## config.mk

```make
export PLATFORM = sky130hd
export DESIGN_NAME = gpu_instruction_queue
export DESIGN_NICKNAME = d
export VERILOG_FILES = /design/src/rtl/gpu_pkg.sv /design/src/rtl/gpu_fifo_mem.sv /design/src/rtl/gpu_instruction_queue.sv
export SDC_FILE = /design/constraint.sdc
export NUM_CORES = 1
export LEC_CHECK = 0
export ABC_CLOCK_PERIOD_IN_PS = 8400
export CAP_MARGIN = 10
export CORE_MARGIN = 2
export CORE_UTILIZATION = 58
export DETAILED_ROUTE_END_ITERATION = 10
export PLACE_DENSITY_LB_ADDON = 0.2
export SYNTH_ARGS = -nofsm -noshare
export SYNTH_HDL_FRONTEND = slang
export SYNTH_SLANG_ARGS = --single-unit
```

## constraint.sdc

```tcl
create_clock -name clk -period 8.4 [get_ports clk]
set_input_delay 0.84 -clock clk [delete_from_list [all_inputs] [get_ports clk]]
set_output_delay 0.84 -clock clk [all_outputs]
set_load 0.02 [all_outputs]
```

## src/rtl/gpu_pkg.sv

```systemverilog
// Shared GPU types: the packed draw instruction carried through the instruction queue
// and the screen/colour field widths it is built from.
package gpu_pkg;

    localparam int WIDTH_BITS   = 11;
    localparam int HEIGHT_BITS  = 10;
    localparam int CHANNEL_BITS = 8;

    typedef struct packed {
        logic [3:0]              opcode;
        logic [WIDTH_BITS-1:0]   x1;
        logic [HEIGHT_BITS-1:0]  y1;
        logic [WIDTH_BITS-1:0]   x2;
        logic [HEIGHT_BITS-1:0]  y2;
        logic [7:0]              rad;
        logic [CHANNEL_BITS-1:0] r;
        logic [CHANNEL_BITS-1:0] g;
        logic [CHANNEL_BITS-1:0] b;
        logic                    quad;
    } instr_t;

    localparam int INSTR_W = $bits(instr_t);

endpackage

```

## src/rtl/gpu_fifo_mem.sv

```systemverilog
// Queue storage: DEPTH x DATA_W register file, one synchronous write port and one
// asynchronous read port. Contents are deliberately not reset.
module gpu_fifo_mem #(
    parameter int DATA_W = 79,
    parameter int DEPTH  = 8
) (
    input  logic                       clk,
    input  logic                       we,
    input  logic [$clog2(DEPTH)-1:0]   waddr,
    input  logic [DATA_W-1:0]          wdata,
    input  logic [$clog2(DEPTH)-1:0]   raddr,
    output logic [DATA_W-1:0]          rdata
);

    logic [DATA_W-1:0] mem_r [DEPTH];

    // write port
    always_ff @(posedge clk) begin
        if (we) begin
            mem_r[waddr] <= wdata;
        end
    end

    assign rdata = mem_r[raddr];

endmodule

```

## src/rtl/gpu_instruction_queue.sv

```systemverilog
// First-word-fall-through instruction FIFO with occupancy flags, flush and sticky
// overflow/underflow error flags.
module gpu_instruction_queue
    import gpu_pkg::*;
#(
    parameter int DATA_W     = INSTR_W,
    parameter int DEPTH      = 8,
    parameter int AFULL_LVL  = DEPTH - 2,
    parameter int AEMPTY_LVL = 1
) (
    input  logic                     clk,
    input  logic                     rst,
    input  logic                     flush_i,
    input  logic                     push_i,
    input  logic [DATA_W-1:0]        data_i,
    input  logic                     pop_i,
    output logic [DATA_W-1:0]        data_o,
    output logic                     empty_o,
    output logic                     full_o,
    output logic                     almost_full_o,
    output logic                     almost_empty_o,
    output logic [$clog2(DEPTH):0]   count_o,
    output logic                     overflow_o,
    output logic                     underflow_o,
    input  logic                     err_clr_i
);

    localparam int PTR_W = $clog2(DEPTH);
    localparam int CNT_W = PTR_W + 1;
    localparam logic [CNT_W-1:0] DEPTH_C  = CNT_W'(DEPTH);
    localparam logic [CNT_W-1:0] AFULL_C  = CNT_W'(AFULL_LVL);
    localparam logic [CNT_W-1:0] AEMPTY_C = CNT_W'(AEMPTY_LVL);

    logic [PTR_W-1:0]  rd_ptr_r;
    logic [PTR_W-1:0]  wr_ptr_r;
    logic [CNT_W-1:0]  count_r;
    logic              overflow_r;
    logic              underflow_r;

    logic              push_ok_s;
    logic              pop_ok_s;
    logic              ovf_set_s;
    logic              unf_set_s;
    logic              is_empty_s;
    logic              is_full_s;
    logic [CNT_W-1:0]  count_nxt_s;
    logic [DATA_W-1:0] rd_data_s;

    // accept/reject decisions and next occupancy
    always_comb begin
        is_empty_s  = (count_r == {CNT_W{1'b0}});
        is_full_s   = (count_r == DEPTH_C);
        pop_ok_s    = pop_i & ~flush_i & ~is_empty_s;
        // a pop in the same cycle frees the slot a full-queue push needs
        push_ok_s   = push_i & ~flush_i & (~is_full_s | pop_ok_s);
        ovf_set_s   = push_i & ~flush_i & is_full_s & ~pop_ok_s;
        unf_set_s   = pop_i & ~flush_i & is_empty_s;
        count_nxt_s = count_r;
        if (flush_i) begin
            count_nxt_s = {CNT_W{1'b0}};
        end else begin
            case ({push_ok_s, pop_ok_s})
                2'b10:   count_nxt_s = count_r + CNT_W'(1);
                2'b01:   count_nxt_s = count_r - CNT_W'(1);
                default: count_nxt_s = count_r;
            endcase
        end
    end

    // pointers, occupancy and sticky error flags
    always_ff @(posedge clk or posedge rst) begin
        if (rst) begin
            rd_ptr_r    <= {PTR_W{1'b0}};
            wr_ptr_r    <= {PTR_W{1'b0}};
            count_r     <= {CNT_W{1'b0}};
            overflow_r  <= 1'b0;
            underflow_r <= 1'b0;
        end else begin
            count_r <= count_nxt_s;
            if (flush_i) begin
                rd_ptr_r <= {PTR_W{1'b0}};
                wr_ptr_r <= {PTR_W{1'b0}};
            end else begin
                if (push_ok_s) begin
                    wr_ptr_r <= wr_ptr_r + PTR_W'(1);
                end
                if (pop_ok_s) begin
                    rd_ptr_r <= rd_ptr_r + PTR_W'(1);
                end
            end
            // a new error wins over a simultaneous clear
            if (ovf_set_s) begin
                overflow_r <= 1'b1;
            end else if (err_clr_i) begin
                overflow_r <= 1'b0;
            end
            if (unf_set_s) begin
                underflow_r <= 1'b1;
            end else if (err_clr_i) begin
                underflow_r <= 1'b0;
            end
        end
    end

    gpu_fifo_mem #(
        .DATA_W (DATA_W),
        .DEPTH  (DEPTH)
    ) u_mem (
        .clk    (clk),
        .we     (push_ok_s),
        .waddr  (wr_ptr_r),
        .wdata  (data_i),
        .raddr  (rd_ptr_r),
        .rdata  (rd_data_s)
    );

    assign data_o         = is_empty_s ? {DATA_W{1'b0}} : rd_data_s;
    assign empty_o        = is_empty_s;
    assign full_o         = is_full_s;
    assign almost_full_o  = (count_r >= AFULL_C);
    assign almost_empty_o = (count_r <= AEMPTY_C);
    assign count_o        = count_r;
    assign overflow_o     = overflow_r;
    assign underflow_o    = underflow_r;

endmodule
```

==> reports/metrics.yaml <==
floorplan:
  die_height_microns: 210.4
  core-area_sq_mm: 0.04195
  initial_core_util: 0.5888
  dieArea_sq_mm: 0.04425
  die_w_microns: 210.4
  boundaryPins: 174
  row_count: 75
grt:
  grt_pass1_wl_mm: 73.07
  grt_max_degree: 95
  grt_pass1_vias: 11930
  grt_antenna_before_repair: 3
  grtUsageTotal: 0.2243
  grt_overflow: 0
cts:
  path_clk_slew_ps: 60
  root_buffer: "clkbuf_16"
  cts_buffers: 60
  clock-sinks: 644
  cts_resized: 0
  cts_hold_buf: 0
  insertion_delay_ps: 610
  postCtsSetupRepairBufs: 0
  cts.htree.levels: 2
  cts_tree: "done"
  ctsLongestPathBuffers: 3
sta:
  setup_ws_ps: 3742
  fin_hold_ws_ps: 545.5
  fmax_mhz: 214.7
  skew_ps: 13.66
  fin_crit_ps: 4658
  final-hold-violation-count: 0
  max_slew_margin: 0.2624
  finalSetupTns_ps: 0
  fin_crit_sh: 0.5545
  setup_violations: 0
  rsz0062_at_grt: "no"
  maxSlewViolCount: 0
  worst_pin_slew_ps: 1106
yosys:
  yosysWarningCount: 0
  postSynthAreaPerCell_sq_um: 22.56
  syn_inst: 1095
  syn-cell-area_sq_mm: 0.02470
  ys_seq_area_frac: 0.7805
  synth_nets: 1187
  synth_cell_types: 35
  yosys_register_bits: 644
drt:
  drtAntennaViolNets: 0
  firstDrtPassIters: 5
  wirelength_mm: 48.39
  drtIter0Drc: 1119
  wire_per_inst_microns: 25.76
  drcViolationCount: 0
  avgViaCountPerCell: 6.076
  vias: 11410
placed_design:
  dpl-instance-area_sq_mm: 0.02705
  dpl.hpwl_mm: 25.57
  portBuffers: 173
  gp_congestion: 0.7315
  pre_cts_slack_ps: 3591
layout:
  nFillCells: 2551
  area_growth_pct: 17.32
  drive_above_1_share: 0.2013
  layout.nets: 1382
  fin_area_sq_mm: 0.02898
min_path:
  hold_path.class: "reg2reg"
flow_run:
  drv_cap: 0
setup_path:
  max_stage_delay_ps: 930
  required_ps: 7560
  cp-start-kind: "register"
  r2r_slack_ps: 4330
  critical_path_class: "reg2out"
  path_cells: "buf_12, mux4_2, mux2i_1, nor2_1, clkdlybuf4s50_1"
  crit_arrival_ps: 3820
  crit_path_top_delay_cell: "dfrtp_4"
  crit_path_max_fanout: 94
  end_kind: "output pin"
pwr:
  finalPower_mw: 8.811
  pwr-share-clk: 0.299
  powerDensity_mw_per_mm2: 304.1
  swShare: 0.2819
  p_int_mw: 6.327
  switchingPower_mw: 2.484
  power.leakage_nw: 8.894
  ir_drop_mv: 0.2286
  seq_power_share: 0.423
  combPwrFrac: 0.278
run_status:
  status: "finished clean"
## routing by layer
layer,part of all wire,track usage
met1,0.43,0.3280
met2,0.49,0.3566
met3,0.058,0.04306
met5,0.00027,0
met4,0.020,0.05747
## kinds of logic (layout without fill, tap and decap cells)
| logic type | count (synthesis) | after routing | share of synthesized area |
|---|---|---|---|
| flip-flops | 644 | 644 | 0.7805 |
| multiplexers | 239 | 239 | 0.1769 |
| AND/OR/NAND/NOR | 124 | 124 | 0.02148 |
| buffers and inverters | 64 | 305 | 0.01140 |
| AO/OA/AOI/OAI | 11 | 11 | 0.004001 |
| adder cells (fa/ha/maj) | 7 | 7 | 0.003546 |
| XOR/XNOR | 6 | 6 | 0.002128 |
| other | 0 | 3 | 0 |
## final timing paths
check	start	to	cells past startpoint
max in group asynchronous	rst	rd_ptr_r[0]	2
min in group asynchronous	rst	count_o[2]	2
min	underflow_o	underflow_o	2
min reg2reg	underflow_o	underflow_o	2
max reg2reg	count_o[0]	u_mem.mem_r[2][33]	7
max	rd_ptr_r[0]	data_o[61]	5
## power groups by stage
| stage | Sequential [mW] | Combinational (mW) | Clock (mW) |
|---|---|---|---|
| 3_5_place_dp | 3.80 | 2.49 | 0 |
| 2_1_floorplan | 3.73 | 1.58 | 0 |
| 6_report | 3.72 | 2.45 | 2.63 |
| 3_3_place_gp | 3.79 | 2.48 | 0 |
| 4_1_cts | 3.73 | 2.51 | 2.68 |
| 5_1_grt | 3.74 | 2.62 | 2.80 |
## through the flow
stage          instances    util
6_report            1878  0.6908
5_1_grt             1876  0.6906
4_1_cts             1875  0.6906
3_5_place_dp        1767  0.6450
3_3_place_gp        1767  0.6450
2_1_floorplan       1095       -
## flip-flops by register name, summed over array words and instances (netlist names)
| register | count |
|---|---|
| overflow_o | 1 |
| wr_ptr_r | 3 |
| count_o | 4 |
| underflow_o | 1 |
| u_mem.mem_r | 632 |
| rd_ptr_r | 3 |
## synth_stat cells
cell         n  area share
nand4bb_1    1     0.00046
nand2_1     12      0.0018
nand2b_4     1     0.00056
a31oi_4      1     0.00086
inv_1        7      0.0011
buf_4        1     0.00030
nor2b_1      2     0.00051
edfxtp_1   632        0.77
nand2b_1     5      0.0013
xor2_1       5      0.0018
o21ai_0      1     0.00020
ha_1         7      0.0035
o41ai_1      2     0.00071
mux4_2     158        0.14
xnor2_1      1     0.00035
nor2_1      90       0.014
o21ai_1      1     0.00020
nand3_1      2     0.00041
buf_2       28      0.0057
nor2b_2      1     0.00035
a22oi_1      2     0.00061
or4_1        1     0.00030
and2_1       1     0.00025
mux2i_1     81       0.033
nor3b_1      1     0.00030
buf_1        9      0.0014
o31ai_2      1     0.00051
a21oi_1      1     0.00020
inv_4        1     0.00025
nor3_1       4     0.00081
dfrtp_1     12       0.012
clkbuf_1    18      0.0027
and3_1       1     0.00025
o32ai_1      2     0.00071
or3_1        2     0.00051
## area by class of cell
cell class,count,area (sq um),area share
clock inverters,28,294.0,0.01015
repair buffers,189,1864,0.06434
clock buffers,80,1619,0.05588
flip-flops and latches,644,19290,0.6657
diodes,3,7.507,0.0002591
inverters,8,32.53,0.001123
well taps,539,674.4,0.02327
multi-input cells,387,5194,0.1792
## layout by cell type (no fill, tap or decap), types with 3 or more instances in the layout
cell type and n:
nand2b_1 5, bufinv_16 6, nor2_4 6, nor2_1 84, xor2_1 5, dfrtp_1 9, mux2i_1 81, clkdlybuf4s50_1 173
mux4_2 158, clkinv_1 11, diode_2 3, clkbuf_1 18, inv_1 7, ha_1 7, nand2_1 12, clkbuf_16 62
clkinv_2 8, dfrtp_4 3, buf_4 15, edfxtp_1 632
## worst max-delay path, delay by kind of cell, from the launching register on
family,cells,cell delay [ps]
buf+inv,2,1180
mux,2,860
simple gates,1,80
flops,1,930
No activity file was read; power rests on OpenSTA's default activity.
